==> src/rtl/mnist_pkg.sv <==
// Shared definitions for the MNIST classifier datapath: default sizes,
// the classifier state encoding and a constant-friendly clog2 helper.
package mnist_pkg;

  // Default datapath sizes (32 channels x 7 x 7 features, 10 digits).
  localparam int IntSize     = 8;
  localparam int FEAT_LEN    = 1568;
  localparam int NUM_CLASSES = 10;

  // Classifier sequencing states.
  typedef enum logic [1:0] {
    IDLE    = 2'd0,
    ACCUM   = 2'd1,
    COMPARE = 2'd2,
    DONE    = 2'd3
  } state_t;

  // Ceiling log2, usable in parameter/localparam expressions.
  function automatic int clog2(input int value);
    int v;
    int r;
    v = value - 1;
    r = 0;
    while (v > 0) begin
      r = r + 1;
      v = v >> 1;
    end
    return r;
  endfunction

endpackage

==> src/rtl/mac_u8s8.sv <==
// Combinational multiply-accumulate: unsigned activation times signed
// weight, sign-extended and added to a signed accumulator. No registers,
// so the caller owns the accumulator state.
module mac_u8s8
  import mnist_pkg::*;
#(
  parameter int IntSize = mnist_pkg::IntSize,
  parameter int ACC_W   = 28
) (
  input  logic                      [IntSize-1:0] feature,
  input  logic                      [IntSize-1:0] weight,
  input  logic signed               [ACC_W-1:0]   acc_in,
  output logic signed               [ACC_W-1:0]   acc_out
);

  localparam int PROD_W = 2 * IntSize + 1;

  logic signed [PROD_W-1:0] feat_ext_s;
  logic signed [PROD_W-1:0] wgt_ext_s;
  logic signed [PROD_W-1:0] prod_s;
  logic signed [ACC_W-1:0]  prod_acc_s;

  // Widen both operands to the full product width so the multiply is
  // exact: the activation is zero-extended, the weight sign-extended.
  always_comb begin
    feat_ext_s = {{(IntSize + 1){1'b0}}, feature};
    wgt_ext_s  = {{(IntSize + 1){weight[IntSize-1]}}, weight};
    prod_s     = feat_ext_s * wgt_ext_s;
  end

  // Sign-extend the product and add; the sum wraps if ACC_W is undersized.
  always_comb begin
    prod_acc_s = {{(ACC_W - PROD_W){prod_s[PROD_W-1]}}, prod_s};
    acc_out    = acc_in + prod_acc_s;
  end

endmodule

==> src/rtl/dense_argmax.sv <==
// Final classifier stage: streams class-major feature/weight pairs,
// accumulates one dot product per class and tracks the running argmax.
// Outputs are either registers or decodes of the state register, so no
// input reaches an output combinationally.
module dense_argmax
  import mnist_pkg::*;
#(
  parameter int IntSize     = mnist_pkg::IntSize,
  parameter int FEAT_LEN    = mnist_pkg::FEAT_LEN,
  parameter int NUM_CLASSES = mnist_pkg::NUM_CLASSES,
  parameter int ACC_W       = 28
) (
  input  logic               FSM_clk,
  input  logic               reset,
  input  logic               start,
  input  logic               in_valid,
  output logic               in_ready,
  input  logic [IntSize-1:0] feature,
  input  logic [IntSize-1:0] weight,
  output logic               busy,
  output logic               number_valid,
  output logic [3:0]         answer,
  output logic [ACC_W-1:0]   max_score
);

  // A one-feature vector would give a zero-width counter; keep at least 1 bit.
  localparam int IDX_W = (clog2(FEAT_LEN) < 1) ? 1 : clog2(FEAT_LEN);
  localparam logic [IDX_W-1:0] IDX_LAST   = IDX_W'(FEAT_LEN - 1);
  localparam logic [3:0]       CLASS_LAST = 4'(NUM_CLASSES - 1);

  state_t                   state_r;
  state_t                   state_nx_s;
  logic [IDX_W-1:0]         idx_r;
  logic [IDX_W-1:0]         idx_nx_s;
  logic [3:0]               class_r;
  logic [3:0]               class_nx_s;
  logic signed [ACC_W-1:0]  acc_r;
  logic signed [ACC_W-1:0]  acc_nx_s;
  logic signed [ACC_W-1:0]  max_r;
  logic signed [ACC_W-1:0]  max_nx_s;
  logic [3:0]               answer_r;
  logic [3:0]               answer_nx_s;
  logic signed [ACC_W-1:0]  mac_out_s;
  logic                     better_s;

  mac_u8s8 #(
    .IntSize (IntSize),
    .ACC_W   (ACC_W)
  ) u_mac (
    .feature (feature),
    .weight  (weight),
    .acc_in  (acc_r),
    .acc_out (mac_out_s)
  );

  // Class 0 always seeds the maximum; later classes must strictly beat it,
  // so a tie keeps the lower class index.
  always_comb begin
    better_s = 1'b0;
    if (class_r == 4'd0) begin
      better_s = 1'b1;
    end else if (acc_r > max_r) begin
      better_s = 1'b1;
    end else begin
      better_s = 1'b0;
    end
  end

  // Next-state and datapath update; everything holds unless a state acts.
  always_comb begin
    state_nx_s  = state_r;
    idx_nx_s    = idx_r;
    class_nx_s  = class_r;
    acc_nx_s    = acc_r;
    max_nx_s    = max_r;
    answer_nx_s = answer_r;
    case (state_r)
      IDLE, DONE: begin
        // A pair offered alongside start is never taken: in_ready is low here.
        if (start) begin
          state_nx_s = ACCUM;
          idx_nx_s   = '0;
          class_nx_s = 4'd0;
          acc_nx_s   = '0;
        end else begin
          state_nx_s = state_r;
        end
      end
      ACCUM: begin
        // start is deliberately ignored while a run is in progress.
        if (in_valid) begin
          acc_nx_s = mac_out_s;
          if (idx_r == IDX_LAST) begin
            idx_nx_s   = '0;
            state_nx_s = COMPARE;
          end else begin
            idx_nx_s = idx_r + IDX_W'(1'b1);
          end
        end else begin
          state_nx_s = ACCUM;
        end
      end
      COMPARE: begin
        if (better_s) begin
          max_nx_s    = acc_r;
          answer_nx_s = class_r;
        end else begin
          max_nx_s = max_r;
        end
        if (class_r == CLASS_LAST) begin
          state_nx_s = DONE;
        end else begin
          class_nx_s = class_r + 4'd1;
          idx_nx_s   = '0;
          acc_nx_s   = '0;
          state_nx_s = ACCUM;
        end
      end
      default: begin
        state_nx_s = IDLE;
      end
    endcase
  end

  // State and datapath registers; reset discards any partial run.
  always_ff @(posedge FSM_clk or posedge reset) begin
    if (reset) begin
      state_r  <= IDLE;
      idx_r    <= '0;
      class_r  <= 4'd0;
      acc_r    <= '0;
      max_r    <= '0;
      answer_r <= 4'd0;
    end else begin
      state_r  <= state_nx_s;
      idx_r    <= idx_nx_s;
      class_r  <= class_nx_s;
      acc_r    <= acc_nx_s;
      max_r    <= max_nx_s;
      answer_r <= answer_nx_s;
    end
  end

  // Handshake and status are pure decodes of the state register.
  always_comb begin
    in_ready     = (state_r == ACCUM);
    busy         = (state_r == ACCUM) || (state_r == COMPARE);
    number_valid = (state_r == DONE);
    answer       = answer_r;
    max_score    = max_r;
  end

endmodule

==> config.mk <==
export PLATFORM = sky130hd
export DESIGN_NAME = dense_argmax
export DESIGN_NICKNAME = d
export VERILOG_FILES = /design/src/rtl/mnist_pkg.sv /design/src/rtl/mac_u8s8.sv /design/src/rtl/dense_argmax.sv
export SDC_FILE = /design/constraint.sdc
export NUM_CORES = 1
export LEC_CHECK = 0
export BUFFER_PORTS_ARGS = -buffer_cell sky130_fd_sc_hd__buf_4
export CAP_MARGIN = 0
export CELL_PAD_IN_SITES_DETAIL_PLACEMENT = 2
export CELL_PAD_IN_SITES_GLOBAL_PLACEMENT = 2
export CORE_MARGIN = 5
export CORE_UTILIZATION = 41
export CTS_BUF_LIST = sky130_fd_sc_hd__clkbuf_4 sky130_fd_sc_hd__clkbuf_8
export CTS_CLUSTER_DIAMETER = 80
export DETAILED_ROUTE_END_ITERATION = 6
export GPL_ROUTABILITY_DRIVEN = 0
export PLACE_DENSITY_LB_ADDON = 0.1
export SKIP_CTS_REPAIR_TIMING = 1
export SLEW_MARGIN = 20
export SYNTH_ARGS = -nofsm -noshare
export SYNTH_HDL_FRONTEND = slang
export SYNTH_HIERARCHICAL = 1
export SYNTH_SLANG_ARGS = --single-unit
==> constraint.sdc <==
create_clock -name FSM_clk -period 5.65 [get_ports FSM_clk]
set_input_delay 1.13 -clock FSM_clk [delete_from_list [all_inputs] [get_ports FSM_clk]]
set_output_delay 1.13 -clock FSM_clk [all_outputs]
set_load 0.005 [all_outputs]
# After elaboration in Yosys (flattened, before gate mapping)
# Cells that the tools add are included.
# word_totals
ff_bits,77
in_bits,20
out_inout_bits,35
wordCells,48
# classes
add_sub_neg,3
multipliers,1
n_lt_le_gt_ge,1
eq_ne,9
n_mux,19
reduce_logical,9
# op_table
op,n
$mux W28,3
$pmux W28 S3,1
$mux W11,4
$pmux W11 S3,1
$add A28 B17 Y28,1
$gt A28 B28 Y1,1
$mul A9 B8 Y17,1
$add A11 B1 Y11 const B,1
$eq A11 B11 Y1 const B,1
$mux W2,4
$mux W4,2
$pmux W4 S2,1
$ne A2 B2 Y1 const B,3
$pmux W2 S3,1
$reduce_and A3 Y1,2
$add A4 B1 Y4 const B,1
$eq A2 B2 Y1 const B,2
$eq A4 B4 Y1 const B,1
$logic_not A4 Y1,1
$reduce_and A2 Y1,2
$ne A3 B2 Y1 const B,1
$eq A2 B1 Y1 const B,1
$logic_not A2 Y1,1
$mux W1,2
3 further kinds,3

# Depth between registers and ports, before layout
# logic_depth
ltp_word,4
mapped_depth,21
ltp_nobuf,20

# Modules after synthesis
# Netlist, hierarchy kept.
# modules_own_cells
mod,n_inst,cells_per_inst,area_per_inst_um2,seq_area_each_um2
dense_argmax,1,353,3932.5,1926.8
mac_u8s8,1,420,3631.0,0.0

# Least setup slack after synthesis
# OpenSTA, ideal clock, no wires.
# synth_timing
path_kind,input port to flip-flop
startpoint,input weight[1]
endpoint,register acc_r[27]
setup_ns,0.121
arrival_time_ns,5.661
required_ns,5.529
path_slack_ns,-0.132
path_stages,17
n_path_buf,1
cell_sequence,clkbuf_1 > nand2_1 > fa_1 > inv_1 > fa_1 > fa_1 > fa_1 > fa_1 > ha_1 > nand3_1 > nor2_1 > a311oi_1 > o31a_2 > a2bb2oi_1 > a41oi_1 > xnor2_1 > a22o_1
# synth_between
elab_chain_len,4
# synth_lines
item,line_no,source
"start, declared",dense_argmax.sv:19,"input logic [IntSize-1:0] weight,"
$mul A9 B8 Y17,mac_u8s8.sv:28,prod_s = feat_ext_s * wgt_ext_s;
$add A28 B17 Y28,mac_u8s8.sv:34,acc_out = acc_in + prod_acc_s;
named net mac_out_s[27],dense_argmax.sv:43,logic signed [ACC_W-1:0] mac_out_s;
$mux W28,dense_argmax.sv:91,if (in_valid) begin
$pmux W28 S3,dense_argmax.sv:77,case (state_r)
"end signal, assigned",dense_argmax.sv:138,acc_r <= acc_nx_s;
"end, declared",dense_argmax.sv:37,logic signed [ACC_W-1:0] acc_r;
# The timed path passes the listed nets, and every way through them passes these cells. The select of a mux whose other input is x is not followed.
# A chain may end at the register's enable or synchronous reset.

# Worst setup path after layout
# layout_timing
startpoint,input feature[0]
endpoint,register acc_r[27]
# layout_between
elab_chain_len,4
# layout_lines
item,line_no,source
"start, declared",dense_argmax.sv:18,"input logic [IntSize-1:0] feature,"
$mul A9 B8 Y17,mac_u8s8.sv:28,
$add A28 B17 Y28,mac_u8s8.sv:34,
named net mac_out_s[27],dense_argmax.sv:43,
$mux W28,dense_argmax.sv:91,
$pmux W28 S3,dense_argmax.sv:77,
# The timed path passes the listed nets, and every way through them passes these cells. The select of a mux whose other input is x is not followed.

==> results.yml <==
critical_path:
  start_kind: "input pin"
  cp.arrival_ns: 6.03
  cp_cell_sequence: "buf_4, nand2b_1, fa_1, fa_1, inv_1, fa_1, fa_1, fa_1, ha_4, nand3_1, nor2_1, a311oi_2, o31a_2, a2bb2oi_4, a41oi_2, xnor2_1, a22o_1"
  required_ns: 5.92
  cp-end-kind: "register"
  crit_type: "in2reg"
  cp_slowest_cell: "fa_1"
  critPathMaxStageDelay_ns: 0.58
  worst-path-max-fanout: 8
  cp_common_cell: "fa_1"
pwr:
  powerDensity_nw_per_um2: 590
  peakVddDrop_v: 0.000226
  p_leak_uw: 0.00456
sta:
  slew_headroom: 0.524
  hold_ws_ns: 0.528
  fin_crit_ns: 5.76
  hold_viol_final: 0
  tightestPinTransition_ns: 0.714
  fmax_mhz: 174
  setup_ws_ns: -0.108
  rsz0062_at_grt: "yes"
  setup_viol: 6
  slew_violations: 0
  finalClockSkew_ns: 0.0146
  tns_ns: -0.381
  min_period_over_period: 1.02
yosys:
  syn_nets: 971
  synth.most_common_cell: "ha_1"
  synth.distinct_cells: 61
  yosysTopAreaCell: "dfrtp_1"
  synth_edf_count: 0
  syn_area_sq_um: 7560
  ys.flop_type: "dfrtp_1"
  synth_seq_cells: 77
  synth_top_area_frac: 0.255
  synth_common_cells: "ha_1, inv_1, dfrtp_1"
  synthTopCellsByArea: "dfrtp_1, ha_1, fa_1"
  ys_async_sr_fraction: 1.00
  ys_seq_area_frac: 0.255
  avgSynthCellArea_sq_um: 9.78
  yosys_warnings: 6
  syn_inst: 773
worst_hold_path:
  hp-class: "reg2reg"
layout:
  antenna_cells: 0
  drive_gt1_frac: 0.204
  utilization: 0.489
  final_cells: 1102
  fillers: 1918
  area.growth.synth_to_final_pct: 17.0
  nets: 1066
cts:
  cts.path.max_buffers: 2
  cts_tree: "yes"
  root_buffer: "clkbuf_8"
  cts_inserted_buffers: 9
  clk_latency_ns: 0.38
  clk_pin_slew_ns: 0.10
  htreeDepth: 3
  cts.sinks: 77
floorplan:
  die_area_sq_um: 21300
  die_x_um: 146
  fp-row-count: 49
  pin_count: 55
  coreArea_sq_um: 18100
  start_util: 0.418
  die_h_um: 146
status:
  violations: "setup timing"
  outcome: "complete, but fails checks"
global_route:
  track_usage: 0.215
  antenna_found_initial: 0
  first_global_vias: 7126
  grt_max_degree: 51
  grt_pass1_wl_um: 37100
  grt_overflow: 0
drt:
  vias: 6101
  drt-total-wl_um: 24000
  drt-initial-drc-count: 157
  drc: 0
  dr.pass1.iters: 4
  ant_nets: 0
  wl_per_cell_um: 21.8
  vias_per_cell: 5.54
flow_run:
  maxCapViolCount: 0
placed_design:
  placed_cells: 1081
  io_buffers: 54
  dp.final_hpwl_um: 18200
  pre_cts_slack_ns: -0.511
## flip-flops by register name (all words and copies together), names as in the netlist
signal / flops
answer: 4
max_score: 28
idx_r: 11
state_r: 2
acc_r: 28
class_r: 4
## logic make-up (layout without fill, tap and decap cells)
kind of cell               after synthesis  count (layout)  share of synthesized area
buffers and inverters                  128             228                     0.0668
adders and majority gates              178             178                      0.345
xor gates and xnor gates                28              28                     0.0324
muxes                                   32              32                     0.0480
and+or+nand+nor                        183             183                      0.119
AOI/OAI and AO/OA                      147             147                      0.134
DFF                                     77              77                      0.255
## path summary, 6_finish.rpt
| path | startpoint | to | slack, ns | depth (start not counted) |
|---|---|---|---|---|
| worst max-delay path | feature[0] | acc_r[27] | -0.11 | 17 |
| worst min-delay path | idx_r[9] | idx_r[9] | 0.53 | 1 |
| worst max register to register | acc_r[6] | acc_r[27] | 0.41 | 19 |
| worst min register to register | idx_r[9] | idx_r[9] | 0.53 | 1 |
| max in group asynchronous | reset | acc_r[19] | 3.78 | 3 |
| min in group asynchronous | reset | max_score[2] | 0.76 | 2 |
## per-stage QoR
| step | instance area, sq um | power, uW |
|---|---|---|
| after floorplan | 7600 | 3210 |
| after global routing | 8850 | 5680 |
| after detailed placement | 8520 | 4530 |
| final | 8850 | 5220 |
| after global placement | 8520 | 4260 |
| after CTS | 8720 | 5040 |
## power by group
part           total, uW  internal [uW]  switching [uW]
combinational       3850           1740            2110
clock                448            209             239
sequential           926            728             197
## cell type report
class | instances | area [sq um] | area share
clock inverter | 7 | 80.1 | 0.00905
clock buffer | 9 | 124 | 0.0140
timing repair buffer | 100 | 767 | 0.0867
tap | 229 | 287 | 0.0324
sequential | 77 | 1930 | 0.218
inverter | 112 | 425 | 0.0481
multi-input combinational | 568 | 5240 | 0.592
## critical path: cells and delay by family
kind / cells / cell delay (ns)
adder cells (fa/ha/maj): 6 / 2.92
AO/OA/AOI/OAI: 5 / 1.21
AND/OR/NAND/NOR: 3 / 0.34
buffers and inverters: 2 / 0.24
XOR/XNOR: 1 / 0.17
## layer usage
| layer | wire [um] | track usage |
|---|---|---|
| met5 | 0 | 0 |
| met4 | 612 | 0.0342 |
| met3 | 609 | 0.0333 |
| met2 | 12800 | 0.413 |
| met1 | 9940 | 0.257 |
## layout by cell type, fill, tap and decap left out, drive strengths merged, types with 3 or more instances in the layout
cell type / netlist / final
a21o: 10 / 10
a21oi: 38 / 38
a22o: 32 / 32
a31oi: 5 / 5
and2: 28 / 28
and3: 4 / 4
buf: 6 / 100
clkbuf: 10 / 9
clkinvlp: 0 / 3
dfrtp: 77 / 77
fa: 51 / 51
ha: 127 / 127
inv: 111 / 113
mux2: 31 / 31
nand2: 62 / 62
nand2b: 6 / 6
nand3: 15 / 15
nand3b: 3 / 3
nand4: 14 / 14
nor2: 34 / 34
nor2b: 3 / 3
nor3: 6 / 6
o21a: 3 / 3
o21ai: 32 / 32
o31a: 3 / 3
xnor2: 20 / 20
xor2: 8 / 8
(Power assumes the default switching activity.)
